File: config.mk
export PLATFORM = sky130hd
export DESIGN_NAME = pmem_loader
export DESIGN_NICKNAME = d
export VERILOG_FILES = /design/src/rtl/pmem_loader_pkg.sv /design/src/rtl/pmem_loader.sv
export SDC_FILE = /design/constraint.sdc
export NUM_CORES = 1
export LEC_CHECK = 0
export CELL_PAD_IN_SITES_DETAIL_PLACEMENT = 1
export CELL_PAD_IN_SITES_GLOBAL_PLACEMENT = 1
export CORE_MARGIN = 3
export CORE_UTILIZATION = 25
export CTS_CLUSTER_SIZE = 20
export DETAILED_ROUTE_END_ITERATION = 7
export PLACE_DENSITY_LB_ADDON = 0.1
export SYNTH_ARGS = -nofsm -noshare
export SYNTH_HDL_FRONTEND = slang
export SYNTH_SLANG_ARGS = --single-unit
File: constraint.sdc
create_clock -name clock -period 1.85 [get_ports clock]
set_input_delay 0.37 -clock clock [delete_from_list [all_inputs] [get_ports clock]]
set_output_delay 0.37 -clock clock [all_outputs]
set_load 0.02 [all_outputs]
File: src/rtl/pmem_loader_pkg.sv
// Shared definitions for the program-memory loader.
//   LOADER_HDR      : frame header byte
//   loader_state_e  : loader FSM state encoding (3 bits)
package pmem_loader_pkg;

   localparam logic [7:0] LOADER_HDR = 8'hA5;

   typedef enum logic [2:0] {
      ST_IDLE    = 3'd0,
      ST_LEN_HI  = 3'd1,
      ST_LEN_LO  = 3'd2,
      ST_DATA_HI = 3'd3,
      ST_DATA_LO = 3'd4,
      ST_CHECK   = 3'd5,
      ST_DONE    = 3'd6,
      ST_ERROR   = 3'd7
   } loader_state_e;

endpackage

File: src/rtl/pmem_loader.sv
// pmem_loader: writer side of the program-memory port.
// Accepts a framed byte stream (A5, LEN_HI, LEN_LO, LEN x {HI,LO}, CHK),
// packs byte pairs into words and writes them to PMEM through a dedicated
// write port. The core is held stopped until a frame passes its checksum.
// Integration: core reset = reset & out_core_run.
// Ports:
//   clock, reset          clock (rising edge), async active-low reset
//   in_byte/_valid        stream byte and its valid
//   out_byte_ready        loader accepts a byte (transfer = valid & ready)
//   out_pmem_addr/_word   PMEM write address (bytes) and data
//   out_pmem_write_en     one-cycle write strobe
//   out_words_loaded      words written in the current frame
//   out_busy              frame in progress
//   out_core_run          1 = core may run
//   out_error             sticky frame error
module pmem_loader
   import pmem_loader_pkg::*;
#(
   parameter int unsigned PMEM_ADDR_WIDTH = 12,
   parameter int unsigned PMEM_WORD_WIDTH = 16,
   parameter int unsigned PMEM_NUM_WORDS  = 2048,
   parameter int unsigned PC_INCREMENT    = 2
) (
   input  logic                       clock,
   input  logic                       reset,
   input  logic [7:0]                 in_byte,
   input  logic                       in_byte_valid,
   output logic                       out_byte_ready,
   output logic [PMEM_ADDR_WIDTH-1:0] out_pmem_addr,
   output logic [PMEM_WORD_WIDTH-1:0] out_pmem_word,
   output logic                       out_pmem_write_en,
   output logic [PMEM_ADDR_WIDTH-1:0] out_words_loaded,
   output logic                       out_busy,
   output logic                       out_core_run,
   output logic                       out_error
);

   loader_state_e              state_q, state_d;
   logic                       ready_q, ready_d;
   logic [7:0]                 len_hi_q, len_hi_d;
   logic [15:0]                len_q, len_d;
   logic [7:0]                 hi_q, hi_d;
   logic [7:0]                 xor_q, xor_d;
   logic [PMEM_ADDR_WIDTH-1:0] cnt_q, cnt_d;
   logic [PMEM_ADDR_WIDTH-1:0] addr_q, addr_d;
   logic [PMEM_WORD_WIDTH-1:0] word_q, word_d;
   logic                       we_q, we_d;
   logic                       run_q, run_d;
   logic                       err_q, err_d;

   logic                       xfer;
   logic [15:0]                len_next;

   assign xfer     = in_byte_valid & ready_q;
   assign len_next = {len_hi_q, in_byte};

   always_comb begin
      state_d  = state_q;
      ready_d  = 1'b1;
      len_hi_d = len_hi_q;
      len_d    = len_q;
      hi_d     = hi_q;
      xor_d    = xor_q;
      cnt_d    = cnt_q;
      addr_d   = addr_q;
      word_d   = word_q;
      we_d     = 1'b0;
      run_d    = run_q;
      err_d    = err_q;

      if (xfer) begin
         unique case (state_q)
            ST_IDLE: begin
               if (in_byte == LOADER_HDR) begin
                  state_d = ST_LEN_HI;
                  xor_d   = '0;
                  cnt_d   = '0;
               end
            end
            ST_LEN_HI: begin
               len_hi_d = in_byte;
               xor_d    = xor_q ^ in_byte;
               state_d  = ST_LEN_LO;
            end
            ST_LEN_LO: begin
               len_d = len_next;
               xor_d = xor_q ^ in_byte;
               if (len_next > 16'(PMEM_NUM_WORDS)) begin
                  state_d = ST_ERROR;
                  err_d   = 1'b1;
               end else if (len_next == '0) begin
                  state_d = ST_CHECK;
               end else begin
                  state_d = ST_DATA_HI;
               end
            end
            ST_DATA_HI: begin
               hi_d    = in_byte;
               xor_d   = xor_q ^ in_byte;
               state_d = ST_DATA_LO;
            end
            ST_DATA_LO: begin
               // Write is registered: strobe, address and count all appear
               // together on the cycle after the low byte.
               xor_d  = xor_q ^ in_byte;
               we_d   = 1'b1;
               addr_d = PMEM_ADDR_WIDTH'(cnt_q * PC_INCREMENT);
               word_d = {hi_q, in_byte};
               cnt_d  = cnt_q + 1'b1;
               if (16'(cnt_q) + 16'd1 == len_q) state_d = ST_CHECK;
               else                             state_d = ST_DATA_HI;
            end
            ST_CHECK: begin
               if (in_byte == xor_q) begin
                  state_d = ST_DONE;
                  run_d   = 1'b1;
               end else begin
                  state_d = ST_ERROR;
                  err_d   = 1'b1;
               end
            end
            ST_DONE, ST_ERROR: begin
               if (in_byte == LOADER_HDR) begin
                  state_d = ST_LEN_HI;
                  run_d   = 1'b0;
                  err_d   = 1'b0;
                  xor_d   = '0;
                  cnt_d   = '0;
               end
            end
            default: state_d = ST_IDLE;
         endcase
      end
   end

   always_ff @(posedge clock or negedge reset) begin
      if (!reset) begin
         state_q  <= ST_IDLE;
         ready_q  <= 1'b0;
         len_hi_q <= '0;
         len_q    <= '0;
         hi_q     <= '0;
         xor_q    <= '0;
         cnt_q    <= '0;
         addr_q   <= '0;
         word_q   <= '0;
         we_q     <= 1'b0;
         run_q    <= 1'b0;
         err_q    <= 1'b0;
      end else begin
         state_q  <= state_d;
         ready_q  <= ready_d;
         len_hi_q <= len_hi_d;
         len_q    <= len_d;
         hi_q     <= hi_d;
         xor_q    <= xor_d;
         cnt_q    <= cnt_d;
         addr_q   <= addr_d;
         word_q   <= word_d;
         we_q     <= we_d;
         run_q    <= run_d;
         err_q    <= err_d;
      end
   end

   assign out_byte_ready    = ready_q;
   assign out_pmem_addr     = addr_q;
   assign out_pmem_word     = word_q;
   assign out_pmem_write_en = we_q;
   assign out_words_loaded  = cnt_q;
   assign out_busy          = !(state_q inside {ST_IDLE, ST_DONE, ST_ERROR});
   assign out_core_run      = run_q;
   assign out_error         = err_q;

endmodule

# Yosys cells after proc, flatten, opt, wreduce, memory -nomap -nowiden
# Cells that the tools add are included.
# totals
ff_bits	86
latchBits	0
ram_bits	0
mem_bits_ro	0
inputBits	11
memories	0
# op_classes
n_addsub	2
mul	0
div_mod_pow	0
magnitude_cmp	1
eq_ne	15
shifts	0
mux	18
bitwise	2
reduce_logical	20
# ops
cell	count
case mux 12 bit (2 select lines)	1
case mux 3 bit (6 select lines)	1
== test 13 x 16 -> 1 bit	1
> comparator 16 x 12 -> 1 bit, second input constant	1
zero test 16 bit	1
case mux 8 bit (2 select lines)	1
adder 12 x 1 -> 13 bit, second input constant	1
adder 12 x 1 -> 12 bit, second input constant	1
== test 3 bit, second input constant	4
two-way mux 12 bit	1
two-way mux 3 bit	4
AND reduction 2 bit	5
== test 8 bit	1
== test 8 bit, second input constant	1
two-way mux 8 bit	1
inequality test 2 bit, second input constant	4
bitwise XOR 8 bit	1
two-way mux 1 bit	7
== test 3 x 2 -> 1 bit, second input constant	2
AND reduction 3 bit	2
nonzero test 2 bit	3
nonzero test 3 bit	2
AND reduction 5 bit	1
AND reduction 4 bit	1
10 further kinds	10

# Longest topological paths before layout
# logic_depth
depth_word	4
ltp_mapped	9
ltp_nobuf	7

# Worst setup path before layout
# OpenSTA, ideal clock, no wires.
# synth_path
kind	register to register
startpoint	reg cnt_q[3], in the netlist out_words_loaded[3]
endpoint	reg state_q[1]
arrival_time_ns	2.012
required_ns	1.721
setup_slack_ns	-0.291
path_stages_with_launch	9
path_buffers	2
period_less_slack_ns	2.141
path_cell_list	dfrtp_1 > buf_4 > nand4_4 > or2_1 > buf_4 > xnor2_1 > or4_4 > nor4_1 > a21oi_1
# synth_between
elab_chain_cells	4
# synth_rtl
item	line	source
start: declaration	pmem_loader.sv:44	logic [PMEM_ADDR_WIDTH-1:0] cnt_q, cnt_d;
start signal: assignment	pmem_loader.sv:157	cnt_q <= cnt_d;
adder 12 x 1 -> 13 bit	pmem_loader.sv:110	if (16'(cnt_q) + 16'd1 == len_q) state_d = ST_CHECK;
== test 13 x 16 -> 1 bit	pmem_loader.sv:110	
two-way mux 3 bit	pmem_loader.sv:110	
case mux 3 bit (6 select lines)	pmem_loader.sv:72	unique case (state_q)
end signal: assignment	pmem_loader.sv:151	state_q <= state_d;
end: declaration	pmem_loader.sv:38	loader_state_e state_q, state_d;
# No other way between the ends.
# A chain may end at the register's enable or synchronous reset.

# Worst setup path in the final report
# layout_path
startpoint	reg cnt_q[1], in the netlist out_words_loaded[1]
endpoint	reg state_q[2]
# The elaborated chain is that of the path after synthesis.

==> impl_results.md <==
- # clock sinks: between 80 and 90
- Sum Neg Setup Slack: -0.184 ns
- Initial antenna violation count: 0
- Top cells by count, synth: nand2_1 (95), dfrtp_1 (86), mux2_2 (32), o21ai_0 (25), nor2_1 (21)
- Fin. max-slew vios: 0
- Post-synthesis net count: roughly 450
- Fmax: ~510 MHz
- Starting DRT DRC Count: roughly 110
- Power per cell area: between 1000 and 1500 nW/um2
- Starting density of the core: between 20 and 30%
- Die W: approximately 140 um
- Most common cell in the netlist: nand2_1
- Die area: 18,700 um2
- Ports: 56
- DRT Pass-1 Iters: 4
- YS warnings: 0
- Share of cells above drive strength 1: a little under a third
- Post-detail-place hpwl: between 9 and 10 mm
- Core box area: roughly 17,000 um2
- R2R setup slack: -0.09 ns
- Distinct cells, synth: 57
- Relative slew margins: approximately 65%
- Vias in the first global route: 3,765
- Setup violators final: 2
- Clock Tree Root: clkbuf_16
- Synth top area cells: dfrtp_1 (50%), mux2_2 (8.4%), nand2_1 (8.3%)
- Crit path capture type: flop
- CP Max Fanout: 4
- Fill count: 1,867
- Largest net degree at the start of global routing: 87
- Sequential element share of the synthesized area: around 50%
- RR Startpoint: out_words_loaded[1]
- Worst-Margin Slew: 0.528 ns
- Worst-path clk slew: ~0.06 ns
- Mapped Cells: roughly 430
- Worst setup SP type: flop
- Number of remaining DRC errors: 0
- Antenna Cells: 0
- Async set-reset flop share out of synthesis: between 90% and 100%
- Mean post-synth cell area: around 9.9 um2
- Synthesis-to-finish area growth: 41.1%
- Post-synth EDFFs: 0
- Worst hold margin: around 0.053 ns
- Core Rows: 47
- Clk_lat worst skew: approximately 0.34 ns
- RePlAce Congestion: about 0.75
- Minimum period implied by the final worst setup slack: 1.94 ns
- Reg area: between 2000 and 2500 um2
- CTS H-tree lvls: 3
- Leak Pwr: around 2.8 nW
- Fin nets: approximately 560
- Clk_skew: between 0.006 and 0.007 ns
- Die Y: about 140 um
- Total Wirelength: roughly 13 mm
- Post-synth top area share: around half
- Via count: about 3,500
- Maximum VDD drop: between 0.5 and 0.6 mV
- Multi-input logic area: 2040 um2
- Hold buffer count at CTS: 0
- ANT nets after route: 0
- Final Cycle Share: 105%
- CP Data Arrival Time: between 2 and 2.5 ns
- Final WS setup: -0.0946 ns
- Status: complete, but fails checks
- Crit Path Category: reg2reg
- HP Class: in2async
- First-pass GRT wire length: approximately 21 mm
- Num CTS Buffers: 9
- Area leader, netlist: dfrtp_1
- Reg2Reg Capture Point: state_q[2]
- Util after Layout: 36.3%
- Violated checks: negative setup slack
- Fin. Hold Viols: 0
- Most used DFF post-synth: dfrtp_1
- Clk buf depth: 2
- CTS tree: done
- Post-synthesis sequential element count: between 80 and 90
- WL/cell: 17.1 um
- GRT overflow: 0
- Max_cap viols: 0
- Syn Std Cell Area: around 4300 um2
- Gr usage total: about 15%
- CP Data Required Time: approximately 2.1 ns
- Via/cell ratio: between 4 and 5
- Port bufs: 54
- Reg2reg path depth: 6
- RSZ-0062 raised after global routing: yes
## registers in the layout, summed over array words and instances (netlist names)
name and count:
hi_q 8, len_hi_q 8, len_q 16, out_byte_ready 1, out_core_run 1, out_error 1, out_pmem_addr 11, out_pmem_word 16
out_pmem_write_en 1, out_words_loaded 12, state_q 3, xor_q 8
## worst max-delay path, stage by stage, from the launching register on
cell	delay [ns]
dfrtp_2	0.43
ha_4	0.18
or4_1	0.55
a21oi_2	0.16
nor3_2	0.07
a211oi_2	0.30
a31o_1	0.19
## what timing repair did
action | in CTS | in global routing
endpoints found under the hold margin | 0 | 0
pin swaps | 4 | 13
buffers inserted | 1 | 5
resized for setup | 33 | 24
setup endpoints to repair | 34 | 24
## metrics by stage
step / total power, mW / cells / worst slack (ns) / area [um2]
floorplan: 4.67 / 433 / -0.194 / 4300
global placement: 5.90 / 753 / -0.524 / 5610
detailed placement: 5.98 / 753 / -0.565 / 5610
CTS: 7.94 / 769 / -0.125 / 5940
global route: 8.44 / 773 / -0.170 / 6040
finish: 7.89 / 773 / -0.0946 / 6040
## worst max path at each step
stage | from | endpoint
finish | out_words_loaded[1] | state_q[2]
global route | out_words_loaded[4] | state_q[1]
CTS | out_words_loaded[0] | state_q[2]
detailed placement | in_byte[4] | state_q[2]
global placement | in_byte[4] | state_q[2]
floorplan | out_words_loaded[3] | state_q[1]
## cell type report
class                      count  share of cell area, %
clock buffer                  10                   3.79
tap                          220                   4.56
multi-input combinational    310                   33.8
clock inverter                 5                   1.02
timing repair buffer         138                   20.7
inverter                       4                  0.249
sequential                    86                   35.8
## report_power, final
| part | total [mW] | leakage (nW) | internal [mW] | switching, mW |
|---|---|---|---|---|
| combinational | 3.05 | 1.52 | 1.54 | 1.51 |
| clock | 1.83 | 0.142 | 1.04 | 0.782 |
| sequential | 3.01 | 1.11 | 2.51 | 0.495 |
## cell families (layout without fill, tap and decap cells)
family | after synthesis | after routing | share of synthesized area, %
AOI/OAI and AO/OA | 74 | 74 | 11.1
xor gates and xnor gates | 23 | 23 | 4.71
adders and majority gates | 1 | 1 | 0.292
buffers and inverters | 37 | 157 | 4.42
DFF | 86 | 86 | 50.3
muxes | 32 | 32 | 8.42
other | 2 | 2 | 0.176
and+or+nand+nor | 178 | 178 | 20.6
## cells in the final DEF (no fill, tap or decap), drive strengths merged, types with 6 or more instances in the layout
master         netlist  layout
a21oi               11      11
buf                 17      85
clkbuf              16      11
clkdlybuf4s50        0      33
dfrtp               86      86
dlygate4sd2          0      16
mux2                32      32
nand2               95      95
nand2b               9       9
nand3                6       6
nand4                9       9
nor2                22      22
nor3                10      10
o21ai               34      34
o31ai                7       7
xnor2               17      17
xor2                 6       6
## metal layers
metal	part of all wire [%]	GRT usage, %
met5	0	0
met4	1.5	5.16
met3	2.4	2.43
met2	47	23.0
met1	49	20.8
Power figures use the tool's default switching activity.
